===== config.mk =====
export PLATFORM = sky130hd
export DESIGN_NAME = mba_seq_multiplier
export DESIGN_NICKNAME = d
export VERILOG_FILES = /design/src/rtl/mba_pkg.sv /design/src/rtl/booth_r4_encoder.sv /design/src/rtl/mba_seq_multiplier.sv
export SDC_FILE = /design/constraint.sdc
export NUM_CORES = 1
export LEC_CHECK = 0
export CAP_MARGIN = 40
export CORE_UTILIZATION = 55
export DETAILED_ROUTE_END_ITERATION = 8
export DONT_BUFFER_PORTS = 1
export GPL_TIMING_DRIVEN = 0
export HOLD_SLACK_MARGIN = 0.08
export PLACE_DENSITY_LB_ADDON = 0.25
export SYNTH_ARGS = -nofsm -noshare
export SYNTH_HDL_FRONTEND = slang
export SYNTH_SLANG_ARGS = --single-unit

===== constraint.sdc =====
create_clock -name clk -period 11.97 [get_ports clk]
set_input_delay 2.394 -clock clk [delete_from_list [all_inputs] [get_ports clk]]
set_output_delay 2.394 -clock clk [all_outputs]
set_load 0.01 [all_outputs]

===== src/rtl/mba_pkg.sv =====
// Shared types and helpers for the radix-4 modified-Booth sequential multiplier.
package mba_pkg;

   typedef enum logic {
      IDLE,
      CALC
   } state_t;

   typedef enum logic [2:0] {
      ZERO,
      POS1,
      POS2,
      NEG1,
      NEG2
   } digit_t;

   // Number of radix-4 digits needed; unsigned needs one extra non-negative top digit.
   function automatic int unsigned booth_digits(input int unsigned width, input logic signed_mode);
      return signed_mode ? (width / 32'd2) : (width / 32'd2 + 32'd1);
   endfunction

endpackage


===== src/rtl/booth_r4_encoder.sv =====
// Radix-4 Booth digit encoder: maps a 3-bit multiplier window to a partial product and negate flag.
module booth_r4_encoder
   import mba_pkg::*;
#(
   parameter int unsigned WIDTH = 8
) (
   input  logic [2:0]       win,
   input  logic [WIDTH:0]   mcand,
   output logic [WIDTH+1:0] pp_c,
   output logic             neg_c
);

   digit_t digit;

   // Classify the window {b[2i+1], b[2i], b[2i-1]} into a Booth digit.
   always_comb begin
      digit = ZERO;
      case (win)
         3'b001, 3'b010: digit = POS1;
         3'b011:         digit = POS2;
         3'b100:         digit = NEG2;
         3'b101, 3'b110: digit = NEG1;
         default:        digit = ZERO;
      endcase
   end

   // Select |digit| * A; the negation itself is folded into the accumulator adder.
   always_comb begin
      pp_c  = '0;
      neg_c = 1'b0;
      case (digit)
         POS1: pp_c = {mcand[WIDTH], mcand};
         POS2: pp_c = {mcand, 1'b0};
         NEG1: begin
            pp_c  = {mcand[WIDTH], mcand};
            neg_c = 1'b1;
         end
         NEG2: begin
            pp_c  = {mcand, 1'b0};
            neg_c = 1'b1;
         end
         default: begin
            pp_c  = '0;
            neg_c = 1'b0;
         end
      endcase
   end

endmodule


===== src/rtl/mba_seq_multiplier.sv =====
// Sequential radix-4 modified-Booth multiplier, one digit per cycle, signed or unsigned per operation.
module mba_seq_multiplier #(
   parameter int unsigned WIDTH = 8
) (
   input  logic                 clk,
   input  logic                 reset,
   input  logic                 start,
   input  logic                 signed_mode,
   input  logic [WIDTH-1:0]     a,
   input  logic [WIDTH-1:0]     b,
   output logic                 busy,
   output logic                 done,
   output logic [2*WIDTH-1:0]   p,
   output logic [2*WIDTH-1:0]   io_oeb
);
   import mba_pkg::*;

   localparam int unsigned ACC_W = 2 * WIDTH + 2;
   localparam int unsigned BSH_W = WIDTH + 3;
   localparam int unsigned CNT_W = $clog2(WIDTH / 2 + 2);

   state_t           state;
   logic [WIDTH:0]   a_q;     // multiplicand extended by one bit
   logic [BSH_W-1:0] b_q;     // {extended multiplier, b[-1]}, shifted right two bits per digit
   logic [ACC_W-1:0] acc;
   logic [CNT_W-1:0] cnt;
   logic [CNT_W-1:0] idx;

   logic [WIDTH+1:0] pp;
   logic             neg;
   logic [ACC_W-1:0] pp_ext;
   logic [ACC_W-1:0] term;
   logic [ACC_W-1:0] addend;
   logic [ACC_W-1:0] acc_nxt;

   booth_r4_encoder #(
      .WIDTH (WIDTH)
   ) u_enc (
      .win   (b_q[2:0]),
      .mcand (a_q),
      .pp_c  (pp),
      .neg_c (neg)
   );

   // Align the partial product to digit position and add it; -X is ~X + 1 via the carry-in.
   always_comb begin
      pp_ext  = {{WIDTH{pp[WIDTH+1]}}, pp};
      term    = pp_ext << {idx, 1'b0};
      addend  = neg ? ~term : term;
      acc_nxt = acc + addend + ACC_W'(neg);
   end

   // Control FSM and datapath registers.
   always_ff @(posedge clk) begin
      if (reset) begin
         state  <= IDLE;
         busy   <= 1'b0;
         done   <= 1'b0;
         p      <= '0;
         acc    <= '0;
         cnt    <= '0;
         idx    <= '0;
         a_q    <= '0;
         b_q    <= '0;
         io_oeb <= '1;
      end else begin
         io_oeb <= '0;
         done   <= 1'b0;
         case (state)
            IDLE: begin
               if (start) begin
                  a_q   <= {a[WIDTH-1] & signed_mode, a};
                  b_q   <= {{2{b[WIDTH-1] & signed_mode}}, b, 1'b0};
                  acc   <= '0;
                  cnt   <= CNT_W'(booth_digits(WIDTH, signed_mode) - 32'd1);
                  idx   <= '0;
                  busy  <= 1'b1;
                  state <= CALC;
               end
            end
            CALC: begin
               acc <= acc_nxt;
               b_q <= b_q >> 2;
               idx <= idx + CNT_W'(1);
               cnt <= cnt - CNT_W'(1);
               if (cnt == '0) begin
                  p     <= acc_nxt[2*WIDTH-1:0];
                  done  <= 1'b1;
                  busy  <= 1'b0;
                  state <= IDLE;
               end
            end
            default: state <= IDLE;
         endcase
      end
   end

endmodule


==> Implementation_results.wiki, run 1 <==
{| class="wikitable"
! Metric !! Value
|-
| Core Region || 0.00683 mm²
|-
| Hold Startpoint || acc[3]
|-
| Endpoint type of the worst setup path || flop
|-
| Endpoint required time on the critical path || 12.20 ns
|-
| TritonCTS clock tree || yes
|-
| Critical Path Start Type || flop
|-
| Number of synthesized register bits || 61
|-
| Wirelength, routed || 10.2 mm
|-
| Instance count of the mapped netlist || 490
|-
| Largest voltage drop on the vdd net || 0.0000817 V
|-
| End of the worst register-to-register path || acc[14]
|-
| Worst endpoint data arrival time || 4.97 ns
|-
| Post-synthesis average cell area || 7.99 µm²
|-
| Unrepaired setup endpoints after global routing || false
|-
| Aggregate global-route resource usage || 0.289
|-
| Worst Skew || 0.00966 ns
|-
| Ys flop type || dfxtp_1
|-
| Max Fanout on Critical Path || 10
|-
| Number of hold-slack violations in the final timing report || 0
|-
| Total negative slack || 0 ns
|-
| Detailed-route wire length per cell || 17.0 µm
|-
| Number of placed cells counting well taps || 586
|-
| Setup slack, reg-to-reg || 7.23 ns
|-
| Pin slew with the least headroom to its limit || 0.768 ns
|-
| Average via count per standard cell || 6.02
|-
| Slew Viols, Final || 0
|-
| Area occupied by multi-input gates || 0.00242 mm²
|-
| Drt first-iter violations || 217
|-
| Area of the die || 0.00746 mm²
|-
| Die Wd || 86.4 µm
|-
| Post-synth ARST share || 0
|-
| Sequential standard cell area || 0.00122 mm²
|-
| Largest net degree at the start of global routing || 17
|-
| Net Count, Synth || 532
|-
| Post-Place Worst Slack || 7.34 ns
|-
| Area added between synthesis and finish || 8.72%
|-
| Count of max-cap constraint violations || 0
|-
| Wire length of the first global-routing pass || 16.5 mm
|-
| Power density over the cells || 131 mW/mm²
|-
| Initial antenna violation count || 0
|-
| Beginning of the worst register-to-register path || b_q[0]
|-
| CTS sink count || 61
|-
| Final-layout fill cell count || 630
|-
| Final nets || 543
|-
| Pleak || 0.00179 µW
|-
| Number of enable flip-flop cells after synthesis || 0
|-
| Synthesis Warnings || 0
|-
| Weighted congestion reported at the end of routability-driven placement || 0.935
|-
| Clock Root Buffer || clkbuf_8
|-
| Worst hold path type || reg2reg
|-
| Time the final worst path needs with I/O delays and setup || 4.74 ns
|-
| Sequential element share of the synthesized area || 0.312
|-
| Number of failing setup endpoints in the final timing report || 0
|-
| Clk_lat worst skew || 0.35 ns
|-
| Total of buffers placed on input and output ports || 0
|-
| Logic depth of the worst register-to-register path || 15
|-
| Detailed placer's ending HPWL || 7.46 mm
|-
| Standard-cell rows || 30
|-
| Overall overflow remaining after global route || 0
|-
| Worst Setup Slack, final || 7.23 ns
|-
| WHS Endpoint || acc[3]
|-
| Clock transition at the register clock pins on the worst setup and hold paths after CTS || 0.08 ns
|-
| Antenna cell count || 0
|-
| Non-filler cells, final || 602
|-
| Via count of the first global-routing pass || 3418
|-
| Effective utilization at floorplan || 0.573
|-
| Die outline height || 86.4 µm
|-
| Post-CTS Repair Setup Buffers || 0
|-
| Number of CTS-inserted buffers || 9
|-
| Netlist Area Pre-Place || 0.00392 mm²
|-
| H-tree depth || 3
|-
| Cell depth of the worst min-delay path || 2
|-
| Type of the worst setup path || reg2reg
|-
| Post-cts repair resize count || 0
|-
| Maximum clock insertion buffer count || 2
|-
| Number of routed nets with antenna violations || 0
|-
| Residual DRC count || 0
|-
| Number of placed I/O pins || 54
|-
| Count of hold buffers inserted by post-cts repair || 0
|-
| Distinct cells, synth || 57
|-
| Peak clock frequency supported by timing || 211 MHz
|-
| Number of iterations in the first detailed-routing pass || 5
|-
| Result of the run || finished clean
|-
| Final worst path period share || 0.396
|-
| Via count of the routed design || 3625
|-
| Relative slew margins || 0.481
|-
| Fraction of final layout cells with drive strength greater than 1 || 0.0850
|}
placed cells by master (no fill, tap or decap), types with 6 or more instances in the layout:
| master | count |
|---|---|
| clkbuf_1 | 24 |
| inv_1 | 10 |
| a21o_1 | 14 |
| clkbuf_8 | 9 |
| mux2i_1 | 20 |
| nor3_1 | 12 |
| xor2_1 | 6 |
| xnor2_1 | 20 |
| and3_1 | 9 |
| nand2_1 | 50 |
| a21oi_1 | 52 |
| dfxtp_1 | 61 |
| o21a_1 | 8 |
| ha_1 | 21 |
| nand3_1 | 15 |
| nor2_1 | 56 |
| o21ai_0 | 14 |
| buf_4 | 15 |
how the worst max path moves through the flow:
stage / end / from / depth (start not counted)
after global placement: p[14] / b_q[0] / 15
after CTS: acc[14] / b_q[0] / 15
after floorplan: acc[14] / b_q[0] / 15
after global routing: acc[14] / b_q[0] / 15
after detailed placement: p[14] / b_q[0] / 15
final: acc[14] / b_q[0] / 15
kinds of logic (layout without fill, tap and decap cells):
family / after synthesis / in the layout / synth area share
simple gates: 171 / 171 / 0.204
compound gates: 130 / 130 / 0.220
flops: 61 / 61 / 0.312
buf+inv: 56 / 72 / 0.0706
xor+xnor: 26 / 26 / 0.0581
mux: 24 / 24 / 0.0636
fa+ha+maj: 22 / 22 / 0.0722
worst max-delay path: stages (launching register included):
cell and delay [ns]:
dfxtp_1 0.37, inv_1 0.09, ha_1 0.23, nor2_1 0.32
o32a_1 0.22, buf_2 0.27, buf_1 0.53, xnor2_1 0.21
ha_1 0.38, a21o_1 0.21, a221oi_1 0.44, o21bai_1 0.17
o22a_1 0.25, o41ai_1 0.65, or4_1 0.21, nand3_1 0.06
flip-flops by register name, summed over array words and instances, names as in the netlist:
register,flops
cnt,3
acc,16
done,1
busy,1
io_oeb,1
b_q,10
a_q,9
p,16
idx,3
state,1
stage by stage:
step | cell area (µm²) | total power, µW | util | hold WS, ns
floorplan | 3920 | 322 | - | 0.422
global placement | 4040 | 349 | 0.591 | 0.438
detailed placement | 4040 | 350 | 0.591 | 0.445
CTS | 4260 | 557 | 0.623 | 0.454
global route | 4260 | 585 | 0.623 | 0.482
finish | 4260 | 559 | 0.623 | 0.453
layout make-up:
type | instances | area share
buffer | 45 | 0.0552
clock buffer | 9 | 0.0291
clock inverter | 7 | 0.0229
inverter | 11 | 0.00969
multi-input combinational | 373 | 0.568
sequential | 61 | 0.287
tap | 96 | 0.0282
power by group:
group	leakage, µW	switching (µW)	total [µW]	internal (µW)
clock	0.000106	92.0	210	118
sequential	0.000498	11.7	228	216
combinational	0.00119	76.1	121	44.4
total	0.00179	180	559	379
synth_stat cells (4+ instances only):
library cell / n / area share
nor2_1: 56 / 0.054
a211oi_1: 5 / 0.0096
nand3_1: 15 / 0.019
buf_4: 15 / 0.029
o21a_1: 8 / 0.015
or4_1: 5 / 0.0096
inv_1: 10 / 0.0096
dfxtp_1: 61 / 0.31
nand2b_1: 5 / 0.0080
nor3_1: 12 / 0.015
ha_1: 21 / 0.067
xor2_1: 6 / 0.013
clkbuf_1: 24 / 0.023
xnor2_1: 20 / 0.045
a21oi_1: 52 / 0.066
a221oi_1: 4 / 0.0089
and3_1: 9 / 0.014
nand2_1: 50 / 0.048
a31oi_1: 5 / 0.0080
o21ai_0: 14 / 0.018
mux2i_1: 20 / 0.051
a21o_1: 14 / 0.027
layer usage:
layer	up-vias	GRT usage	share of wire
met2	148	0.446	0.44
li1	1757	-	-
met4	0	0.117	0.023
met3	23	0.0581	0.071
met1	1697	0.396	0.47
met5	-	0	0
No activity file was read; power rests on OpenSTA's default activity.
==> inputs of run 2 (changes only) <==
==> constraint.sdc (replaced) <==
create_clock -name clk -period 4.8 [get_ports clk]
set_input_delay 0.96 -clock clk [delete_from_list [all_inputs] [get_ports clk]]
set_output_delay 0.96 -clock clk [all_outputs]
set_load 0.01 [all_outputs]
==> run 2 against run 1 <==
Against the previous run: routed wire length decreased by 0.14%; sequential share of layout area decreased by 0.084 points; clock power increased by 150%; critical path depth increased by 3; clock-buffer cell count unchanged; largest cell class unchanged; setup slack got worse by 6.8 ns; total power increased by 150%; cell count unchanged; maximum frequency increased by 7.8%; worst hold slack got worse by 0.0016 ns; clock skew about the same; sequential power increased by 150%.
==> Implementation_results.wiki, run 2 (synthesis results as in run 1) <==
{| class="wikitable"
! Metric !! Value
|-
| Power Total || 1390 µW (+150%)
|-
| Final std cell area, no fill || 0.00427 mm² (+0.29%)
|-
| Power density over the cells || 326 mW/mm² (+150%)
|-
| Peak clock frequency supported by timing || 228 MHz (+7.8%)
|-
| TritonCTS clock tree || yes
|-
| H-tree depth || 3 (unchanged)
|-
| Antenna cell count || 0 (unchanged)
|-
| End of the worst register-to-register path || acc[14]
|-
| Slew Viols, Final || 0 (unchanged)
|-
| Result of the run || finished clean
|-
| Unrepaired setup endpoints after global routing || false
|-
| Number of routed nets with antenna violations || 0 (unchanged)
|-
| Switching share of power || 0.321 (-0.000853)
|-
| Standard-cell rows || 30 (unchanged)
|-
| Part of the power in the clock network || 0.374 (-0.002)
|-
| Endpoint type of the worst setup path || flop
|-
| Max Fanout on Critical Path || 9 (-1)
|-
| Clock Root Buffer || clkbuf_8
|-
| Worst hold path type || reg2reg
|-
| Gate power share || 0.218 (+0.002)
|-
| Internal Dissipation || 945 µW (+150%)
|-
| Post-place instance area || 0.00404 mm² (unchanged)
|-
| Clk_lat worst skew || 0.35 ns (about the same)
|-
| Cell depth of the worst min-delay path || 2 (unchanged)
|-
| Endpoint required time on the critical path || 5.03 ns (-7.17 ns)
|-
| Beginning of the worst register-to-register path || b_q[1]
|-
| Highest-count cells in the layout ignoring fill and taps || dfxtp_1, nor2_1, a21oi_1
|-
| Net switching power || 447 µW (+150%)
|-
| Critical Path Max Stage Delay || 0.46 ns (-0.19 ns)
|-
| Maximum clock insertion buffer count || 2 (unchanged)
|-
| Count of max-cap constraint violations || 0 (unchanged)
|-
| WHS Endpoint || acc[3]
|-
| Effective utilization at floorplan || 0.573 (unchanged)
|-
| Final worst path period share || 0.915 (+0.519)
|-
| Area added between synthesis and finish || 9.04%
|-
| Worst endpoint data arrival time || 4.63 ns (-0.34 ns)
|-
| Time the final worst path needs with I/O delays and setup || 4.39 ns (-0.343 ns)
|-
| Number of iterations in the first detailed-routing pass || 5 (unchanged)
|-
| Type of the worst setup path || reg2reg
|-
| Total negative slack || 0 ns (unchanged)
|-
| Wire length of the first global-routing pass || 16.5 mm (unchanged)
|-
| CTS sink count || 61 (unchanged)
|-
| Number of failing setup endpoints in the final timing report || 0 (unchanged)
|-
| Critical-path cell with the highest stage delay || o41ai_2
|-
| Average via count per standard cell || 6.01 (-0.17%)
|-
| Detailed-route wire length per cell || 17.0 µm (-0.14%)
|-
| Hold_ws || 0.451 ns (-0.00165 ns)
|-
| Drt first-iter violations || 261 (+20%)
|-
| Number of hold-slack violations in the final timing report || 0 (unchanged)
|-
| Pleak || 0.00181 µW (+0.93%)
|-
| Aggregate global-route resource usage || 0.289 (unchanged)
|-
| Total of buffers placed on input and output ports || 0 (unchanged)
|-
| Number of CTS-inserted buffers || 9 (unchanged)
|-
| Initial antenna violation count || 0 (unchanged)
|-
| Overall overflow remaining after global route || 0 (unchanged)
|-
| Weighted congestion reported at the end of routability-driven placement || 0.935 (unchanged)
|-
| Relative slew margins || 0.512 (+0.0307)
|-
| Wirelength, routed || 10.2 mm (-0.14%)
|-
| Number of placed I/O pins || 54 (unchanged)
|-
| Largest net degree at the start of global routing || 17 (unchanged)
|-
| Worst Setup Slack, final || 0.407 ns (-6.83 ns)
|-
| Residual DRC count || 0 (unchanged)
|-
| Detailed placer's ending HPWL || 7.46 mm (unchanged)
|-
| Biggest registers after layout || acc x16, p x16, b_q x10
|-
| Via count of the routed design || 3619 (-0.17%)
|-
| Via count of the first global-routing pass || 3418 (unchanged)
|-
| Post-CTS Repair Setup Buffers || 0 (unchanged)
|-
| Pin slew with the least headroom to its limit || 0.732 ns (-0.0361 ns)
|-
| Worst Skew || 0.00993 ns (+0.000272 ns)
|-
| Core Region || 0.00683 mm² (unchanged)
|-
| Clock transition at the register clock pins on the worst setup and hold paths after CTS || 0.08 ns (about the same)
|-
| Largest voltage drop on the vdd net || 0.000203 V (+150%)
|-
| Die outline height || 86.4 µm (unchanged)
|-
| Flop pwr share || 0.408 (about the same)
|-
| Critical Path Start Type || flop
|-
| Setup slack, reg-to-reg || 0.41 ns (-6.83 ns)
|-
| Most common library cell in the layout ignoring fill and taps || dfxtp_1
|-
| Die Wd || 86.4 µm (unchanged)
|-
| Final nets || 543 (unchanged)
|-
| Hold Startpoint || acc[3]
|-
| Area of the die || 0.00746 mm² (unchanged)
|-
| Logic depth of the worst register-to-register path || 18 (+3)
|-
| CP cell instances || inv_1 > ha_1 > mux2_4 > and2_4 > buf_6 > a22oi_1 > mux2i_1 > mux2i_1 > nor2_1 > xnor2_1 > ha_1 > a21o_1 > a221oi_1 > o21bai_1 > o22a_1 > o41ai_2 > or4_1 > nand3_1
|-
| Post-Place Worst Slack || 0.172 ns (-7.17 ns)
|-
| Fraction of final layout cells with drive strength greater than 1 || 0.0929 (+0.00791)
|}
## run 2: cell count changes in the layout (fill, tap and decap cells not counted), sizes merged
cell,change
buf,-2
clkbuf,+2
## run 2: layer usage
layer  share of wire  wire length [µm]  global-route usage
met5               0                 0                   0
met4           0.022               228               0.117
met3           0.064               655              0.0581
met2            0.44              4480               0.446
met1            0.48              4860               0.396
## run 2: area by class of cell
| cell class | count | area [µm²] |
|---|---|---|
| fill | 627 | 2560 |
| multi-input combinational | 373 | 2430 |
| sequential | 61 | 1220 |
| buffer | 45 | 238 |
| clock buffer | 9 | 124 |
| tap | 96 | 120 |
| clock inverter | 7 | 97.6 |
| inverter | 11 | 41.3 |
## run 2: power by group through the flow
stage / Combinational, µW / Clock, µW / Sequential (µW)
final: 303 / 521 / 568
after floorplan: 228 / 0 / 573
after CTS: 297 / 523 / 568
after detailed placement: 294 / 0 / 580
after global routing: 333 / 554 / 572
after global placement: 291 / 0 / 578
## run 2: through the flow
step | utilization | instances
final | 0.625 | 602
after global routing | 0.625 | 602
after CTS | 0.623 | 602
after detailed placement | 0.591 | 586
after global placement | 0.591 | 586
after floorplan | - | 490
## run 2: worst max-delay path by stage
stage	cells after the start	from	slack (ns)	to
after floorplan	15	b_q[0]	0.96	acc[14]
after global placement	15	b_q[0]	0.29	p[14]
after detailed placement	15	b_q[0]	0.17	p[14]
after CTS	15	b_q[0]	0.13	acc[14]
after global routing	18	b_q[0]	0.02	acc[14]
final	18	b_q[1]	0.41	acc[14]
## run 2: critical path: cells and delay by family (launching register included)
family / cells / cell delay (ns)
mux: 3 / 0.66
flops: 1 / 0.40
xor+xnor: 1 / 0.22
buf+inv: 2 / 0.21
simple gates: 4 / 0.49
fa+ha+maj: 2 / 0.54
compound gates: 6 / 1.75
## run 2: what timing repair did
item,in CTS,in global routing
gates resized for setup,0,4
setup endpoints to repair,0,3
hold buffers,0,0
==> inputs of run 3 (changes only) <==
==> constraint.sdc (replaced) <==
create_clock -name clk -period 4.4 [get_ports clk]
set_input_delay 0.88 -clock clk [delete_from_list [all_inputs] [get_ports clk]]
set_output_delay 0.88 -clock clk [all_outputs]
set_load 0.01 [all_outputs]
==> run 3 against run 2 <==
Against the previous run: core utilization grew 0.92 points; non-clock buffer count grew 3; clock skew shrank 0.0026 ns; sequential share of layout area shrank 0.41 points; total power grew 10%; critical path type unchanged; largest power group unchanged.
==> Implementation_results.wiki, run 3 (synthesis results as in run 1) <==
{| class="wikitable"
! Metric !! Value
|-
| Result of the run || finished clean
|-
| End of the worst register-to-register path || acc[15]
|-
| Die outline height || 86.4 µm (unchanged)
|-
| Overall overflow remaining after global route || 0 (unchanged)
|-
| Clk_lat worst skew || 0.35 ns (about the same)
|-
| Post-Place Worst Slack || -0.228 ns (-0.400 ns)
|-
| Worst endpoint data arrival time || 4.43 ns (-0.20 ns)
|-
| Worst hold path type || reg2reg
|-
| Effective utilization at floorplan || 0.573 (unchanged)
|-
| Number of failing setup endpoints in the final timing report || 0 (unchanged)
|-
| Largest voltage drop on the vdd net || 0.000221 V (+9.2%)
|-
| Final std cell area, no fill || 0.00433 mm² (+1.5%)
|-
| Via count of the routed design || 3671 (+1.4%)
|-
| H-tree depth || 3 (unchanged)
|-
| Average via count per standard cell || 6.07 (+0.93%)
|-
| Endpoint type of the worst setup path || flop
|-
| Detailed-route wire length per cell || 17.2 µm (+1.3%)
|-
| Detailed placer's ending HPWL || 7.46 mm (unchanged)
|-
| Wirelength, routed || 10.4 mm (+1.8%)
|-
| Aggregate global-route resource usage || 0.289 (unchanged)
|-
| Hold Startpoint || acc[3]
|-
| Relative slew margins || 0.493 (-0.0189)
|-
| Beginning of the worst register-to-register path || b_q[1]
|-
| Total negative slack || 0 ns (unchanged)
|-
| Peak clock frequency supported by timing || 239 MHz (+4.8%)
|-
| Clock Root Buffer || clkbuf_8
|-
| Hold_ws || 0.457 ns (+0.00627 ns)
|-
| Worst Setup Slack, final || 0.210 ns (-0.197 ns)
|-
| Number of placed I/O pins || 54 (unchanged)
|-
| Via count of the first global-routing pass || 3418 (unchanged)
|-
| Total of buffers placed on input and output ports || 0 (unchanged)
|-
| Endpoint required time on the critical path || 4.64 ns (-0.39 ns)
|-
| Post-place instance area || 0.00404 mm² (unchanged)
|-
| Unrepaired setup endpoints after global routing || false
|-
| Sequential standard cell area || 0.00122 mm² (unchanged)
|-
| Final worst path period share || 0.952 (+0.0370)
|-
| WHS Endpoint || acc[3]
|-
| Maximum clock insertion buffer count || 2 (unchanged)
|-
| CTS sink count || 61 (unchanged)
|-
| Final-layout fill cell count || 615 (-1.9%)
|-
| Fraction of final layout cells with drive strength greater than 1 || 0.110 (+0.0171)
|-
| Wire length of the first global-routing pass || 16.5 mm (unchanged)
|-
| Largest net degree at the start of global routing || 17 (unchanged)
|-
| Time the final worst path needs with I/O delays and setup || 4.19 ns (-0.203 ns)
|-
| Highest-count cells in the layout ignoring fill and taps || dfxtp_1, nor2_1, a21oi_1
|-
| Core Region || 0.00683 mm² (unchanged)
|-
| Number of iterations in the first detailed-routing pass || 5 (unchanged)
|-
| Type of the worst setup path || reg2reg
|-
| Clock transition at the register clock pins on the worst setup and hold paths after CTS || 0.08 ns (about the same)
|-
| Number of hold-slack violations in the final timing report || 0 (unchanged)
|-
| Number of CTS-inserted buffers || 9 (unchanged)
|-
| Critical Path Start Type || flop
|-
| Initial antenna violation count || 0 (unchanged)
|-
| TritonCTS clock tree || yes
|-
| Biggest registers after layout || acc x16, p x16, b_q x10
|-
| Antenna cell count || 0 (unchanged)
|-
| Slew Viols, Final || 0 (unchanged)
|-
| Most common library cell in the layout ignoring fill and taps || dfxtp_1
|-
| Pin slew with the least headroom to its limit || 0.761 ns (+0.0284 ns)
|-
| Area added between synthesis and finish || 10.6%
|-
| Die Wd || 86.4 µm (unchanged)
|-
| Number of routed nets with antenna violations || 0 (unchanged)
|-
| Final nets || 546 (+0.55%)
|-
| Logic depth of the worst register-to-register path || 18 (unchanged)
|-
| Drt first-iter violations || 229 (-12%)
|-
| Weighted congestion reported at the end of routability-driven placement || 0.935 (unchanged)
|-
| Max Fanout on Critical Path || 9 (unchanged)
|-
| Pleak || 0.00182 µW (+0.36%)
|-
| Setup slack, reg-to-reg || 0.21 ns (-0.20 ns)
|-
| Residual DRC count || 0 (unchanged)
|-
| Count of max-cap constraint violations || 0 (unchanged)
|-
| Count of hold buffers inserted by post-cts repair || 0 (unchanged)
|-
| Power density over the cells || 353 mW/mm² (+8.4%)
|-
| Standard-cell rows || 30 (unchanged)
|-
| Area occupied by multi-input gates || 0.00247 mm² (+1.6%)
|-
| Cell depth of the worst min-delay path || 2 (unchanged)
|-
| Worst Skew || 0.00732 ns (-0.00260 ns)
|-
| Area of the die || 0.00746 mm² (unchanged)
|}
==> run 3: cell type report <==
| type | instances | area share |
|---|---|---|
| Multi-Input combinational cell | 373 | 0.570 |
| Sequential cell | 61 | 0.282 |
| Buffer | 45 | 0.0548 |
| Clock buffer | 9 | 0.0286 |
| Tap cell | 96 | 0.0277 |
| Clock inverter | 7 | 0.0225 |
| Inverter | 11 | 0.00953 |
| Timing Repair Buffer | 3 | 0.00520 |
==> run 3: repair_timing <==
action                                  CTS  global route
endpoints found under the setup margin    3            14
pin swaps                                 0             3
resized for setup                         3             8
setup buffers                             0             3
==> run 3: stage by stage <==
step | std cells | power, µW | util
floorplan | 490 | 875 | -
global placement | 586 | 948 | 0.591
detailed placement | 586 | 953 | 0.591
CTS | 602 | 1520 | 0.625
global route | 605 | 1600 | 0.634
finish | 605 | 1530 | 0.634
==> run 3: power breakdown <==
part | total [µW] | internal, µW | switching, µW
sequential | 620 | 588 | 32.0
clock | 573 | 322 | 252
combinational | 338 | 126 | 212
==> run 3: per-layer routing <==
layer	GRT usage	wire [µm]
met1	0.396	4900
met2	0.446	4610
met3	0.0581	650
met4	0.117	238
met5	0	0
==> run 3: critical path, cell delays in order, from the launching register on <==
cell,delay (ns)
dfxtp_1,0.40
inv_1,0.08
ha_1,0.21
mux2_4,0.30
and2_4,0.17
buf_6,0.13
a22oi_1,0.24
mux2i_1,0.17
mux2i_1,0.21
nor2_1,0.10
xnor2_1,0.29
ha_1,0.30
a21oi_1,0.36
o21ai_0,0.17
a31oi_1,0.25
o21a_1,0.14
o31a_1,0.20
nor3_1,0.07
a311o_1,0.27
==> run 3: worst max path at each step <==
stage / from / to / slack, ns / cells past startpoint
finish: b_q[1] / acc[15] / 0.21 / 18
global route: b_q[0] / p[12] / 0.006 / 15
CTS: b_q[1] / acc[14] / 0.12 / 18
detailed placement: b_q[0] / p[14] / -0.23 / 15
global placement: b_q[0] / p[14] / -0.11 / 15
floorplan: b_q[0] / acc[14] / 0.56 / 15
